==> config.mk <==
export PLATFORM = sky130hd
export DESIGN_NAME = controller_sequencer
export DESIGN_NICKNAME = d
export VERILOG_FILES = /design/src/rtl/sap_ctrl_pkg.sv /design/src/rtl/controller_sequencer_ring_counter.sv /design/src/rtl/controller_sequencer.sv
export SDC_FILE = /design/constraint.sdc
export NUM_CORES = 1
export LEC_CHECK = 0
export BUFFER_PORTS_ARGS = -buffer_cell sky130_fd_sc_hd__clkbuf_2
export CELL_PAD_IN_SITES_DETAIL_PLACEMENT = 1
export CELL_PAD_IN_SITES_GLOBAL_PLACEMENT = 1
export CORE_ASPECT_RATIO = 1.25
export CORE_MARGIN = 5
export CORE_UTILIZATION = 25
export DETAILED_ROUTE_END_ITERATION = 10
export MAX_ROUTING_LAYER = met4
export PLACE_DENSITY = 0.78
export SLEW_MARGIN = 15
export SYNTH_ARGS = -nofsm -noshare
export SYNTH_HDL_FRONTEND = slang
export SYNTH_SLANG_ARGS = --single-unit
==> constraint.sdc <==
create_clock -name clk -period 1.5 [get_ports clk]
set_input_delay 0.3 -clock clk [delete_from_list [all_inputs] [get_ports clk]]
set_output_delay 0.3 -clock clk [all_outputs]
set_load 0.01 [all_outputs]
==> src/rtl/sap_ctrl_pkg.sv <==
// sap_ctrl_pkg: opcodes, T-state indices and control-word layout for the SAP controller.
package sap_ctrl_pkg;
   localparam logic [3:0] OP_LDA = 4'h0;
   localparam logic [3:0] OP_ADD = 4'h1;
   localparam logic [3:0] OP_SUB = 4'h2;
   localparam logic [3:0] OP_JMP = 4'h3;
   localparam logic [3:0] OP_JC  = 4'h4;
   localparam logic [3:0] OP_JZ  = 4'h5;
   localparam logic [3:0] OP_OUT = 4'he;
   localparam logic [3:0] OP_HLT = 4'hf;
   localparam int T1 = 0;
   localparam int T2 = 1;
   localparam int T3 = 2;
   localparam int T4 = 3;
   localparam int T5 = 4;
   localparam int T6 = 5;
   localparam int CW_W  = 13;
   localparam int CW_CP = 12;
   localparam int CW_EP = 11;
   localparam int CW_LP = 10;
   localparam int CW_LM = 9;
   localparam int CW_CE = 8;
   localparam int CW_LI = 7;
   localparam int CW_EI = 6;
   localparam int CW_LA = 5;
   localparam int CW_EA = 4;
   localparam int CW_SU = 3;
   localparam int CW_EU = 2;
   localparam int CW_LB = 1;
   localparam int CW_LO = 0;
   typedef logic [CW_W-1:0] ctrl_word_t;
   function automatic ctrl_word_t cw_bit(input int pos);
      return ctrl_word_t'(1) << pos;
   endfunction
endpackage

==> src/rtl/controller_sequencer_ring_counter.sv <==
// ring_counter: one-hot T-state ring with async clear to T1 and a hold input.
module ring_counter #(
   parameter int NUM_T = 6
) (
   input  logic             clk,
   input  logic             clr,
   input  logic             hold,
   output logic [NUM_T-1:0] t_state
);
   always_ff @(posedge clk or posedge clr)
      if (clr) t_state <= {{(NUM_T-1){1'b0}}, 1'b1};
      else if (!hold) t_state <= {t_state[NUM_T-2:0], t_state[NUM_T-1]};
endmodule

==> src/rtl/controller_sequencer.sv <==
// controller_sequencer: SAP instruction sequencer, fetch in T1-T3 and opcode decode in T4-T6.
// Optional CSEQ_JUMP_EN macro adds JMP/JC/JZ decoding; otherwise those opcodes are NOPs.
module controller_sequencer
   import sap_ctrl_pkg::*;
#(
   parameter int NUM_T    = 6,
   parameter int OPCODE_W = 4
) (
   input  logic                clk,
   input  logic                clr,
   input  logic [OPCODE_W-1:0] opcode,
   input  logic                carry_flag,
   input  logic                zero_flag,
   output logic                cp,
   output logic                ep,
   output logic                lp,
   output logic                lm,
   output logic                ce,
   output logic                li,
   output logic                ei,
   output logic                la,
   output logic                ea,
   output logic                su,
   output logic                eu,
   output logic                lb,
   output logic                lo,
   output logic                hlt,
   output logic [NUM_T-1:0]    t_state
);
   ctrl_word_t cw, ctl;
   logic halted, hlt_now;
   assign hlt_now = t_state[T4] & (opcode == OP_HLT);
   ring_counter #(.NUM_T(NUM_T)) u_ring (
      .clk    (clk),
      .clr    (clr),
      .hold   (halted | hlt_now),
      .t_state(t_state)
   );
   always_ff @(posedge clk or posedge clr)
      if (clr) halted <= 1'b0;
      else if (hlt_now) halted <= 1'b1;
   always_comb begin
      cw = '0;
      if (t_state[T1]) cw = cw_bit(CW_EP) | cw_bit(CW_LM);
      else if (t_state[T2]) cw = cw_bit(CW_CP);
      else if (t_state[T3]) cw = cw_bit(CW_CE) | cw_bit(CW_LI);
      else if (t_state[T4])
         case (opcode)
            OP_LDA, OP_ADD, OP_SUB: cw = cw_bit(CW_EI) | cw_bit(CW_LM);
            OP_OUT: cw = cw_bit(CW_EA) | cw_bit(CW_LO);
`ifdef CSEQ_JUMP_EN
            OP_JMP: cw = cw_bit(CW_EI) | cw_bit(CW_LP);
            OP_JC:  cw = cw_bit(CW_EI) | (carry_flag ? cw_bit(CW_LP) : '0);
            OP_JZ:  cw = cw_bit(CW_EI) | (zero_flag ? cw_bit(CW_LP) : '0);
`endif
            default: cw = '0;
         endcase
      else if (t_state[T5])
         case (opcode)
            OP_LDA: cw = cw_bit(CW_CE) | cw_bit(CW_LA);
            OP_ADD, OP_SUB: cw = cw_bit(CW_CE) | cw_bit(CW_LB);
            default: cw = '0;
         endcase
      else if (t_state[T6])
         case (opcode)
            OP_ADD: cw = cw_bit(CW_EU) | cw_bit(CW_LA);
            OP_SUB: cw = cw_bit(CW_SU) | cw_bit(CW_EU) | cw_bit(CW_LA);
            default: cw = '0;
         endcase
   end
   // reset and halt both silence every control line; hlt itself is only masked by reset
   assign ctl = (clr || halted) ? '0 : cw;
   assign hlt = !clr & (halted | hlt_now);
   assign cp = ctl[CW_CP];
   assign ep = ctl[CW_EP];
   assign lm = ctl[CW_LM];
   assign ce = ctl[CW_CE];
   assign li = ctl[CW_LI];
   assign ei = ctl[CW_EI];
   assign la = ctl[CW_LA];
   assign ea = ctl[CW_EA];
   assign su = ctl[CW_SU];
   assign eu = ctl[CW_EU];
   assign lb = ctl[CW_LB];
   assign lo = ctl[CW_LO];
`ifdef CSEQ_JUMP_EN
   assign lp = ctl[CW_LP];
`else
   logic unused_jump;
   assign unused_jump = carry_flag ^ zero_flag ^ ctl[CW_LP];
   assign lp = 1'b0;
`endif
endmodule
==> out/qor.yml <==
die_area_sq_mm: 0.00286
grt_antenna_before_repair: 0
combPwrFrac_pct: 61.7
initial_core_util_pct: 26.4
die_w_um: 48.9
synth-edff-count: 0
arrival_ns: 1.48
cts.sink_count: 7
p_int_w: 0.000862
syn_inst: 52
setup_viol: 12
core_area_sq_mm: 0.00179
seqPwrFrac_pct: 26.5
syn_area_per_cell_sq_um: 9.07
final_antenna_net_count: 0
first_pass_iters: 3
fmax_mhz: 561
grt_pass1_wl_um: 2480
nNetsFinal: 103
antenna_cells: 0
gr-total-overflow: 0
synthFlopType: "dfrtp_1"
max_cap_viol_count: 0
crit_start: "u_ring.t_state[3]"
finClkSkew_ns: 0.00498
critPathMaxFanout: 3
synth_top_area_share_pct: 31.8
num_io_pins: 28
synth_nets: 60
first_iter_violations: 2
place_ws_ns: -0.132
grt_usage_pct: 11.1
wl_per_cell_um: 13.6
dp_cells: 106
hold_buffers: 0
fin_crit_sh_pct: 119
synth.distinct_cells: 26
rsz0062_at_grt: "true"
switching_power_w: 0.000585
num-fill-cells: 239
slew_violations: 0
whs_ns: 0.133
numPortBuffers: 24
area_growth_pct: 67.6
cts_tree: "yes"
core.rowCount: 17
clk_pin_slew_worst_paths_ns: 0.05
path_class: "register to output port"
avgViaCountPerCell: 4.87
cts_buffers: 3
cp-start-kind: "register"
yosys.area.top_type: "dfrtp_1"
postSynth.asyncResetShare_pct: 100
grt_max_degree: 8
cts-root-buf: "clkbuf_4"
p_leak_nw: 0.399
place.gp.congestion: 0.789
die_h_um: 58.6
drive_above_1_share_pct: 61.7
yosysWarnings: 0
finalCriticalPeriod_ns: 1.78
drc: 0
hold_violations: 0
clk_latency_ns: 0.25
failed_checks: "setup timing"
clockBufferDepth: 2
cp_data_required_time_ns: 1.20
yosysSeqAreaShare_pct: 37.4
hp-class: "primary input to asynchronous set/reset pin"
status: "finished with violations"
htreeDepth: 1
cellPowerDensity_mw_per_mm2: 1830
p_clk_share_pct: 11.7
layoutNonFillerInstCount: 113
ys_ff_latch: 7
vias: 550
synthesis.area_sq_um: 472
synth_area_leaders: "dfrtp_1 (32%), mux2_2 (7.2%), dfstp_2 (5.6%)"
wl_um: 1540
dp_hpwl_um: 1220
first_global_vias: 594
dpl_cell_area_sq_um: 706
end_kind: "output port"
irDropWorstVdd_v: 0.000998
setup_slack_ns: -0.283
final_area_sq_um: 791
swShare_pct: 40.4
rr_startpoint: "halted"
per-layer routing:
metal	track usage, %	wire (um)
met5	-	0
met4	5.00	40
met3	3.80	78
met2	18.3	782
met1	12.1	637
path summary, 6_finish.rpt:
check	endpoint	cells past startpoint	slack [ns]
max	su	5	-0.28
min reg2reg	u_ring.t_state[5]	1	0.57
max reg2reg	u_ring.t_state[5]	5	0.07
max in group asynchronous	u_ring.t_state[0]	3	1.09
min	u_ring.t_state[2]	3	0.13
min in group clk	u_ring.t_state[5]	1	0.57
Yosys cell counts, drive strengths merged, types with 2 or more instances:
master	instances
dfrtp	6
nand2	2
and4	2
mux2	3
nor2	7
a31oi	2
inv	5
nor3	3
nor2b	2
nor4	3
buf	3
cells in the final DEF (no fill, tap or decap):
cell type   n
nor2_1      7
nor3b_2     1
mux2_2      3
nor2b_1     1
nand4_1     1
nor4_1      1
and4_1      2
nor3_1      1
a22oi_1     1
mux2i_1     1
a211oi_1    1
clkbuf_2   18
buf_4      16
nor4_2      2
a31oi_1     2
inv_4       1
nand2_1     2
o22a_2      1
nor3_2      1
o22ai_1     1
xor2_1      1
dfstp_2     1
a21oi_4     1
buf_6       1
inv_1       4
nand3_1     1
and3_1      1
buf_2       6
clkbuf_1    1
conb_1      1
dfrtp_1     6
or4_4       1
nor3_4      1
clkbuf_4    3
nor2b_4     1
power by group through the flow:
stage               sequential [W]  combinational [W]  clock (W)
global placement          0.000367           0.000762          0
CTS                       0.000375           0.000880   0.000177
finish                    0.000384           0.000894   0.000170
floorplan                 0.000447           0.000345          0
global route              0.000397           0.000982   0.000193
detailed placement        0.000378           0.000783          0
area by class of cell:
cell class,count,area [sq um],share of cell area (%)
inverters,5,21.3,2.69
flip-flops and latches,7,176,22.3
clock buffers,4,26.3,3.32
multi-input cells,37,292,36.9
repair buffers,41,251,31.8
well taps,19,23.8,3.01
critical path, stage by stage, from the launching register on:
cell and delay, ns:
dfrtp_1 0.39, nor4_2 0.30, buf_4 0.16, nand3_1 0.08, nor3_2 0.15, buf_2 0.15
sequential cells by signal (all words and copies together) (netlist names):
register / cells
u_ring.t_state: 6
halted: 1
metrics by stage:
stage | total power (W) | TNS, ns | utilization, %
after global placement | 0.00113 | -0.315 | 39.5
after global routing | 0.00157 | -3.37 | 44.3
final | 0.00145 | -2.47 | 44.3
after detailed placement | 0.00116 | -0.356 | 39.5
after CTS | 0.00143 | -2.61 | 43.2
after floorplan | 0.000791 | -0.307 | -
repair_timing:
action | CTS | global route
setup endpoints to repair | 12 | 12
pin swaps | 4 | 3
buffers inserted | 2 | 1
cloned | 0 | 0
resized for setup | 7 | 8
logic make-up (layout without fill, tap and decap cells):
logic type      after synthesis  count (layout)  synth area share, %
simple gates                 24              24                 28.4
other cells                   1               1                0.795
mux                           4               4                 9.28
compound gates                7               7                 12.7
flops                         7               7                 37.4
xor+xnor                      1               1                 1.86
buf+inv                       8              50                 9.55
Note: power is estimated with default switching activity, not from simulation.
